**config.mk**
```make
export PLATFORM = sky130hd
export DESIGN_NAME = sm_integrate_dump
export DESIGN_NICKNAME = d
export VERILOG_FILES = /design/src/rtl/sm_integrate_dump.sv
export SDC_FILE = /design/constraint.sdc
export NUM_CORES = 1
export LEC_CHECK = 0
export BUFFER_PORTS_ARGS = -buffer_cell sky130_fd_sc_hd__buf_4
export CAP_MARGIN = 20
export CORE_ASPECT_RATIO = 1.25
export CORE_MARGIN = 2
export CORE_UTILIZATION = 30
export CTS_BUF_LIST = sky130_fd_sc_hd__clkbuf_4
export DETAILED_ROUTE_END_ITERATION = 10
export GPL_TIMING_DRIVEN = 0
export SLEW_MARGIN = 20
export SYNTH_ARGS = -nofsm -noshare
export SYNTH_HDL_FRONTEND = slang
export SYNTH_SLANG_ARGS = --single-unit
```
**constraint.sdc**
```tcl
create_clock -name clk -period 6.7 [get_ports clk]
set_input_delay 1.005 -clock clk [delete_from_list [all_inputs] [get_ports clk]]
set_output_delay 1.005 -clock clk [all_outputs]
set_load 0.005 [all_outputs]
```
**src/rtl/sm_integrate_dump.sv**
```systemverilog
// Integrate-and-dump accumulator for 5-bit sign-magnitude mixer products.
// Window sums are delivered through a one-deep valid/ready result register.
module sm_integrate_dump #(
  parameter int ACC_WIDTH = 24,
  parameter int CNT_WIDTH = 16
) (
  input  logic                        clk,
  input  logic                        reset_n,
  input  logic                        sample_valid,
  input  logic [4:0]                  sample,
  input  logic                        dump,
  input  logic                        clear,
  output logic signed [ACC_WIDTH-1:0] acc_out,
  output logic [CNT_WIDTH-1:0]        acc_count,
  output logic                        acc_ovf,
  output logic                        acc_valid,
  input  logic                        acc_ready,
  output logic                        dropped
);

  typedef enum logic {EMPTY, FULL} state_t;

  localparam logic signed [ACC_WIDTH-1:0] ACC_MAX = {1'b0, {(ACC_WIDTH-1){1'b1}}};
  localparam logic signed [ACC_WIDTH-1:0] ACC_MIN = {1'b1, {(ACC_WIDTH-1){1'b0}}};

  state_t                       state;
  logic signed [ACC_WIDTH-1:0]  acc;
  logic [CNT_WIDTH-1:0]         cnt;
  logic                         ovf;

  logic [ACC_WIDTH:0]           mag_ext;
  logic signed [ACC_WIDTH:0]    value_ext;
  logic signed [ACC_WIDTH:0]    sum_wide;
  logic signed [ACC_WIDTH-1:0]  sum_sat;
  logic                         sat_hit;
  logic [CNT_WIDTH-1:0]         cnt_next;

  // One extra bit of headroom makes overflow visible as a top-two-bit disagreement.
  always_comb begin
    mag_ext   = {{(ACC_WIDTH-3){1'b0}}, sample[3:0]};
    value_ext = '0;
    if (sample_valid) begin
      value_ext = sample[4] ? -$signed(mag_ext) : $signed(mag_ext);
    end
    sum_wide = $signed({acc[ACC_WIDTH-1], acc}) + value_ext;
    sat_hit  = sum_wide[ACC_WIDTH] != sum_wide[ACC_WIDTH-1];
    sum_sat  = sum_wide[ACC_WIDTH-1:0];
    if (sat_hit) begin
      sum_sat = sum_wide[ACC_WIDTH] ? ACC_MIN : ACC_MAX;
    end
    cnt_next = cnt;
    if (sample_valid && (cnt != '1)) begin
      cnt_next = cnt + CNT_WIDTH'(1);
    end
  end

  assign acc_valid = (state == FULL);

  // Clear wins over dump; a dump folds this cycle's sample into the result
  // and restarts the window so no sample is lost across the boundary.
  always_ff @(posedge clk or negedge reset_n) begin
    if (!reset_n) begin
      state     <= EMPTY;
      acc       <= '0;
      cnt       <= '0;
      ovf       <= 1'b0;
      acc_out   <= '0;
      acc_count <= '0;
      acc_ovf   <= 1'b0;
      dropped   <= 1'b0;
    end else begin
      dropped <= 1'b0;
      if (clear) begin
        acc <= '0;
        cnt <= '0;
        ovf <= 1'b0;
        if (state == FULL && acc_ready) state <= EMPTY;
      end else if (dump) begin
        acc_out   <= sum_sat;
        acc_count <= cnt_next;
        acc_ovf   <= ovf | sat_hit;
        acc       <= '0;
        cnt       <= '0;
        ovf       <= 1'b0;
        if (state == FULL && !acc_ready) dropped <= 1'b1;
        state <= FULL;
      end else begin
        acc <= sum_sat;
        cnt <= cnt_next;
        ovf <= ovf | sat_hit;
        if (state == FULL && acc_ready) state <= EMPTY;
      end
    end
  end

endmodule

```
---- Word level (Yosys, flattened, before mapping) ----
Cells that the tools add are included.
W data, S select, Z words.
word-level totals
  bits in registers ....................... 84
  input port bits ......................... 11
  output and inout bits ................... 43
  logic and storage cells ................. 37
cells by class
  add/sub/neg operators ................... 3
  eq/ne operators ......................... 2
  multiplexer cells ....................... 17
  bitwise gates (word level) .............. 2
  reductions and logical operators ........ 5
operators by type and width
  cell                     number
  $mux W24                 4
  $mux W25                 2
  $mux W16                 3
  $add A24 B25 Y25         1
  $neg A4 Y25              1
  $add A16 B1 Y16 const B  1
  $ne A16 B16 Y1 const B   1
  $mux W1                  8
  $logic_and A1 B1 Y1      3
  $reduce_and A2 Y1        1
  $logic_not A1 Y1         1
  $ne A1 B1 Y1             1
  $not A1 Y1               1
  $or A1 B1 Y1             1

---- Depth between registers and ports, before layout ----
Gate-level depths: netlist of run 1.
  depth after elaboration ................. 8
  depth in mapped cells ................... 16
  mapped depth without buffers ............ 15

---- Worst setup path before layout of run 1 ----
OpenSTA, ideal clock, no wires.
  path type ............................... input to register
  start point ............................. input port sample[0]
  end point ............................... register acc_out[3]
  setup time .............................. 127 ps
  arrival time ............................ 3894 ps
  data required time ...................... 6573 ps
  path slack .............................. 2679 ps
  stages .................................. 12
  cell sequence ........................... inv_1 ha_1 a21oi_1 ha_1 and3_1 a221o_1 a221oi_2 o21ai_4 xor2_2 o21ai_1 buf_2 o21ai_1
on the way
  word-level cells in the longest chain between the ends .. 6
RTL lines
  item                                             RTL line  RTL
  start: declaration                               10        input logic [4:0] sample,
  $neg A4 Y25                                      43        value_ext = sample[4] ? -$signed(mag_ext) : $signed(mag_ext);
  $mux W25 *                                       43
  $mux W25 *                                       42        if (sample_valid) begin
  $add A24 B25 Y25 *                               45        sum_wide = $signed({acc[ACC_WIDTH-1], acc}) + value_ext;
  $mux W24 / $ne A1 B1 Y1 (equally long branches)  49, 46
  $mux W24 *                                       48        if (sat_hit) begin
  end signal: assignment                           79        acc_out <= sum_sat;
  end: declaration                                 13        output logic signed [ACC_WIDTH-1:0] acc_out,
Mark *: on every way between the ends. The rest lies on a longest branch, timed or not.
A chain may end at the register's enable or synchronous reset.

---- Final worst setup path of run 1 ----
  start point ............................. input port sample[0]
  end point ............................... register acc_out[14]
The elaborated chain is that of the path after synthesis.

==> impl_results.md, run 1 <==
* IO Count at 54
* CTS sink count at 84
* Crit. Startpoint: sample[0]
* Levels on crit path at 14
* Syn_area_per_cell at roughly 9.5 µm²
* Drt drc at 0
* Die Ht at 144 µm
* Die ar. at 0.0166 mm²
* CTS root buffer: clkbuf_4
* Vias after detailed routing at ~3800
* Path depth of the worst reg2reg path at 10
* Mux contribution to synthesized area at less than 1%
* Initial antenna violation count at 0
* Pleak at 0.00249 µW
* Crit Path Class: primary input to flop
* Layout Nets at 594
* Synthesized flop and latch total at 84
* Post-Synth Simple-Gate Area at 16.1%
* First-pass GRT wire length at 19.6 mm
* Die extent in x at around 120 µm
* Setup Skew at 0.0171 ns
* Clk buf depth at 2
* Top delay family on crit path: compound AO/OA/AOI/OAI gates
* Row cnt at between 50 and 60
* Avg Vias per Cell at 4.91
* Post-CTS resize count at 0
* Max-cap violations at 0
* CTS tree: done
* Syn Nets at 530
* Buf/Inv on CP at 3
* DP HPWL at 8.84 mm
* Clock transition at path regs at 0.14 ns
* Crit Reg-Reg Endpoint: acc_out[14]
* Final Non-Filler Cells at 771
* Fin Hold WS at 0.501 ns
* Largest family of logic cells by synthesized area: compound AO/OA/AOI/OAI gates
* Later-pin clock latency in the skew report at 0.46 ns
* Largest net degree at the start of global routing at 85
* Yosys warning count at 0
* First DRT Iteration DRCs at about 170
* Fin. Hold Viols at 0
* Drt total wl at 11.8 mm
* Starting density of the core at 30.3%
* CP cell instances: buf_4, inv_1, ha_1, a21oi_2, ha_1, and3_1, a221o_1, a31oi_1, o21ai_1, or2_4, xor2_2, o21ai_1, buf_2, o21ai_1
* CP startpoint kind: primary input
* Minimum clock period at 4.24 ns
* Core region area at 0.0154 mm²
* GP Congestion at 0.845
* # hold bufs at CTS at 0
* Most frequent cells in the layout: dfrtp_1 (84), nand2_1 (63), buf_4 (54), nor2_1 (51), o21ai_0 (32)
* Slowest cell on the critical path: a21oi_2
* End of the critical path: acc_out[14]
* Worst reg-to-reg setup slack at between 3 and 4 ns
* Post-synth ARST share at 100%
* CP endpoint kind: flop
* 1st-pass router iterations at 4
* Synth Area in XOR/XNOR at 8.73%
* Compound-Gate Fraction of Synth Area at between 10% and 20%
* Peak Freq at about 240 MHz
* Antenna viol nets, final at 0
* Final period utilization at 63.3%
* Type of the tightest min-delay check: flop to flop
* # port buffers at 53
* Post-synth EDFFs at 0
* Synth unique cells at 57
* Gate Count Post-Synth at 491
* H-tree Lvls at 3
* Crit-path max cell delay at 0.61 ns
* Worst path required time at 7.10 ns
* Worst Tran Pin Value at approximately 0.85 ns
* Global Route Usage Sum at 15.0%
* Commonest non-fill, non-tap cell in the layout: dfrtp_1
* RSZ-0062 raised after global routing: no
* Fin. max-slew vios at 0
* Final setup viols at 0
* Netlist Area Pre-Place at 0.00469 mm²
* Placed insts at 756
* Seq/Total Area, Yosys at 44.9%
* Remaining global-route overflow at 0
* Synthesized-area fraction occupied by adder cells at 9.32%
* WL/cell at 15.3 µm
* Most frequent CP cell: o21ai_1
* Post-CTS Setup Bufs at 0
* Worst EP arrival at around 4.6 ns
* Final Util at 35.5%
* Slew headroom at 43.1%
* Layout cell share with drive strength beyond 1 at 19.9%
* Synth Flop Type: dfrtp_1
* Status: complete, no violations
* RR Startpoint: acc[1]
* Setup TNS Final at 0 ns
* Inserted Clock Buffers at 9
* P&R area growth vs syn at 17.1%
* Max IR drop VDD at 110 µV
* Vias in the first global route at 4002
* Diodes inserted at 0
* Crit Path Max Fanout at 11
* Power per cell area at 214 mW/mm²
==> Yosys cell counts (2+ instances only) <==
master     n  area share, %
a21boi_1   2           0.32
nor2_2    10            1.3
and3_1     5           0.67
a21oi_2    7            1.3
a311oi_1   2           0.37
nand4_1    8            1.1
xnor2_1   18            3.4
inv_1     12           0.96
buf_6      3           0.72
maj3_2     7            1.7
and2_1     3           0.40
nor2b_1    2           0.27
nor3_1     6           0.64
o21ai_1   20            2.1
or2_2      3           0.40
buf_4      2           0.32
o211ai_1   5           0.80
xor2_1    20            3.7
mux2i_1    2           0.43
clkbuf_1  11           0.88
nor2_1    51            4.1
dfrtp_1   84             45
xor2_2     2           0.69
nand2b_1   4           0.53
a31oi_1    6           0.80
nand3_1    9           0.96
a21o_1     6           0.96
a211oi_1   3           0.48
nand2_1   63            5.0
o21ai_0   32            3.4
a21oi_1   31            3.3
ha_1      27            7.2
==> per-layer routing <==
| layer | vias to the layer above | GRT usage (%) | wire length (µm) |
|---|---|---|---|
| li1 | 1841 | - | - |
| met1 | 1833 | 18.1 | 5000 |
| met2 | 90 | 25.9 | 5930 |
| met3 | 20 | 3.46 | 589 |
| met4 | 0 | 5.70 | 259 |
| met5 | - | 0 | 0 |
==> power by group <==
part	total, µW	switching (µW)	internal [µW]	leakage (µW)
registers	577	23.6	553	0.00113
clock network	297	185	113	0.0000719
logic	302	171	131	0.00129
total	1180	379	797	0.00249
==> cells by family (layout without fill, tap and decap cells) <==
family	after synthesis	after routing
AND/OR/NAND/NOR	169	169
AO/OA/AOI/OAI	130	130
flip-flops	84	84
XOR/XNOR	42	42
adder cells (fa/ha/maj)	35	35
buffers and inverters	29	97
multiplexers	2	2
==> state kept, by name (all words and copies together) (netlist names) <==
register / flops
acc: 24
acc_count: 16
acc_out: 24
acc_ovf: 1
acc_valid: 1
cnt: 16
dropped: 1
ovf: 1
==> area by class of cell <==
cell class | count | area (µm²)
fill | 1636 | 9950
inverter | 12 | 45.0
clock inverter | 6 | 63.8
sequential | 84 | 2100
multi-input combinational | 378 | 2450
timing repair buffer | 53 | 402
tap | 212 | 265
clock buffer | 9 | 67.6
buffer | 17 | 95.1
==> how the worst min path moves through the flow <==
stage	startpoint	to	slack, ns	depth (start not counted)
6_report	acc_out[1]	acc_out[1]	0.50	2
5_1_grt	acc_out[19]	acc_out[19]	0.53	2
4_1_cts	acc_out[1]	acc_out[1]	0.51	2
3_5_place_dp	acc_out[1]	acc_out[1]	0.48	2
3_3_place_gp	acc_out[1]	acc_out[1]	0.47	2
2_1_floorplan	acc_count[0]	acc_count[0]	0.47	2
==> stage by stage <==
stage,power [µW],cell area [µm²],setup slack (ns)
after floorplan,765,4690,2.68
after global placement,886,5350,1.62
after detailed placement,894,5350,1.98
after CTS,1200,5480,2.48
after global routing,1250,5490,2.19
final,1180,5490,2.46
==> tightest hold or removal path, delay by kind of cell, from the launching register on <==
kind / cells / cell delay (ns)
AOI/OAI and AO/OA: 1 / 0.06
DFF: 1 / 0.37
and+or+nand+nor: 1 / 0.05
Power figures use the tool's default switching activity.
==> inputs of run 2 (changes only) <==
clock period = 3.9 ns   (was 6.7 ns; I/O delays follow)
==> run 2 against run 1 <==
Non-clock buffer count unchanged. Total power increased by 72%. First-iteration DRC count increased by 3.0%. Routed wire length about the same. Global-route usage unchanged. Sequential share of layout area decreased by 0.078 points. Largest cell class unchanged. Sequential power increased by 72%. Combinational power increased by 72%. Clock power increased by 72%. Utilization increased by 0.073 points. Highest routed layer unchanged.
==> impl_results.md, run 2 (synthesized netlist as in run 1, its figures left out) <==
* Status: complete, no violations
* Die extent in x at about 120 µm
* Power per cell area at 368 mW/mm²
* CTS sink count at 84
* Initial antenna violation count at 0
* Diodes inserted at 0
* Post-CTS Setup Bufs at 0
* Setup Skew at 0.0166 ns
* Inserted Clock Buffers at 9
* Placed insts at 756
* Commonest non-fill, non-tap cell in the layout: dfrtp_1
* Layout cell share with drive strength beyond 1 at about a fifth
* Die ar. at 0.0166 mm²
* H-tree Lvls at 3
* WL/cell at 15.3 µm
* Minimum clock period at 3.66 ns
* Max IR drop VDD at around 190 µV
* Clock transition at path regs at approximately 0.14 ns
* Remaining global-route overflow at 0
* Fin. Hold Viols at 0
* Row cnt at 51
* Pleak at 0.00249 µW
* Clk buf depth at 2
* Worst path required time at 4.30 ns
* P&R area growth vs syn at 17.4%
* Vias after detailed routing at 3789
* Global Route Usage Sum at 15.0%
* Fin Hold WS at 0.161 ns
* Starting density of the core at 30.3%
* First DRT Iteration DRCs at roughly 170
* Drt drc at 0
* Worst reg-to-reg setup slack at 0.79 ns
* Crit Reg-Reg Endpoint: acc_out[14]
* Avg Vias per Cell at about 5
* Later-pin clock latency in the skew report at 0.46 ns
* Final Non-Filler Cells at ~770
* Post-CTS resize count at 0
* Final setup viols at 0
* CTS tree: done
* Fin. max-slew vios at 0
* Crit Path Max Fanout at 10
* First-pass GRT wire length at 19.6 mm
* Layout Nets at 594
* Type of the tightest min-delay check: primary input to asynchronous set/reset pin
* Final period utilization at 93.8%
* Core region area at 0.0154 mm²
* DP HPWL at approximately 8.8 mm
* IO Count at 54
* Antenna viol nets, final at 0
* CP startpoint kind: primary input
* Slew headroom at 47.2%
* Peak Freq at 274 MHz
* GP Congestion at about 0.85
* Most frequent cells in the layout: dfrtp_1 (84), nand2_1 (63), buf_4 (54), nor2_1 (51), o21ai_0 (32)
* Die Ht at ~140 µm
* CP endpoint kind: flop
* Max-cap violations at 0
* Vias in the first global route at 4002
* RR Startpoint: acc[1]
* 1st-pass router iterations at 4
* # port buffers at 53
* Path depth of the worst reg2reg path at 10
* Worst EP arrival at 4.05 ns
* Fillers at ~1600
* Worst Tran Pin Value at 0.786 ns
* Largest net degree at the start of global routing at 85
* CTS root buffer: clkbuf_4
* # hold bufs at CTS at 0
* Crit Path Class: primary input to flop
* Drt total wl at 11.8 mm
* Regs by FF count: acc (24), acc_out (24)
[run 2: cell types whose count changed in the layout (fill, tap and decap cells not counted)]
cell and delta:
a21oi_1 -1, a21oi_4 +1
[run 2: per-stage QoR]
step	util (%)	cell area, µm²	TNS, ns	power [µW]	setup WS, ns
2_1_floorplan	-	4690	0	1310	0.299
3_3_place_gp	34.6	5350	-31.79	1520	-0.762
3_5_place_dp	34.7	5350	-12.89	1540	-0.398
4_1_cts	35.5	5480	0	2050	0.0980
5_1_grt	35.6	5500	-0.0200	2150	-0.0200
6_report	35.6	5500	0	2020	0.244
[run 2: worst max-delay path, stage by stage]
cell and delay [ns]:
buf_4 0.13, nor3_1 0.35, ha_1 0.31, mux2i_1 0.15, nor2_1 0.07, ha_1 0.34
o211ai_1 0.13, o211ai_1 0.15, a21oi_1 0.31, nor3_1 0.09, or2_4 0.28, xor2_2 0.45
o21ai_1 0.27, buf_2 0.28, o21ai_1 0.16
[run 2: power breakdown]
group	total [µW]	switching (µW)	internal [µW]
Clock	511	317	194
Combinational	519	294	226
Sequential	991	40.5	951
[run 2: layer usage]
layer	share of wire, %	wire length (µm)	vias to the layer above	global-route usage, %
met2	50	5930	91	25.9
met4	2.2	258	0	5.70
li1	-	-	1843	-
met5	0	0	-	0
met3	4.4	521	20	3.46
met1	43	5070	1835	18.1
[run 2: worst max path at each step]
stage,from,to,slack [ns],depth (start not counted)
after global placement,sample[0],acc[3],-0.76,14
after global routing,sample[2],acc_out[14],-0.02,15
after CTS,sample[0],acc_out[14],0.1,14
final,sample[2],acc_out[14],0.24,15
after detailed placement,sample[0],acc_out[14],-0.40,14
after floorplan,sample[0],acc_out[3],0.30,12
[run 2: cell type report]
type	count	area, µm²	area share, %
repair buffers	53	402	7.30
clock buffers	9	67.6	1.23
plain buffers	17	95.1	1.73
multi-input cells	378	2460	44.7
flip-flops and latches	84	2100	38.2
inverters	12	45.0	0.819
well taps	212	265	4.82
clock inverters	6	63.8	1.16
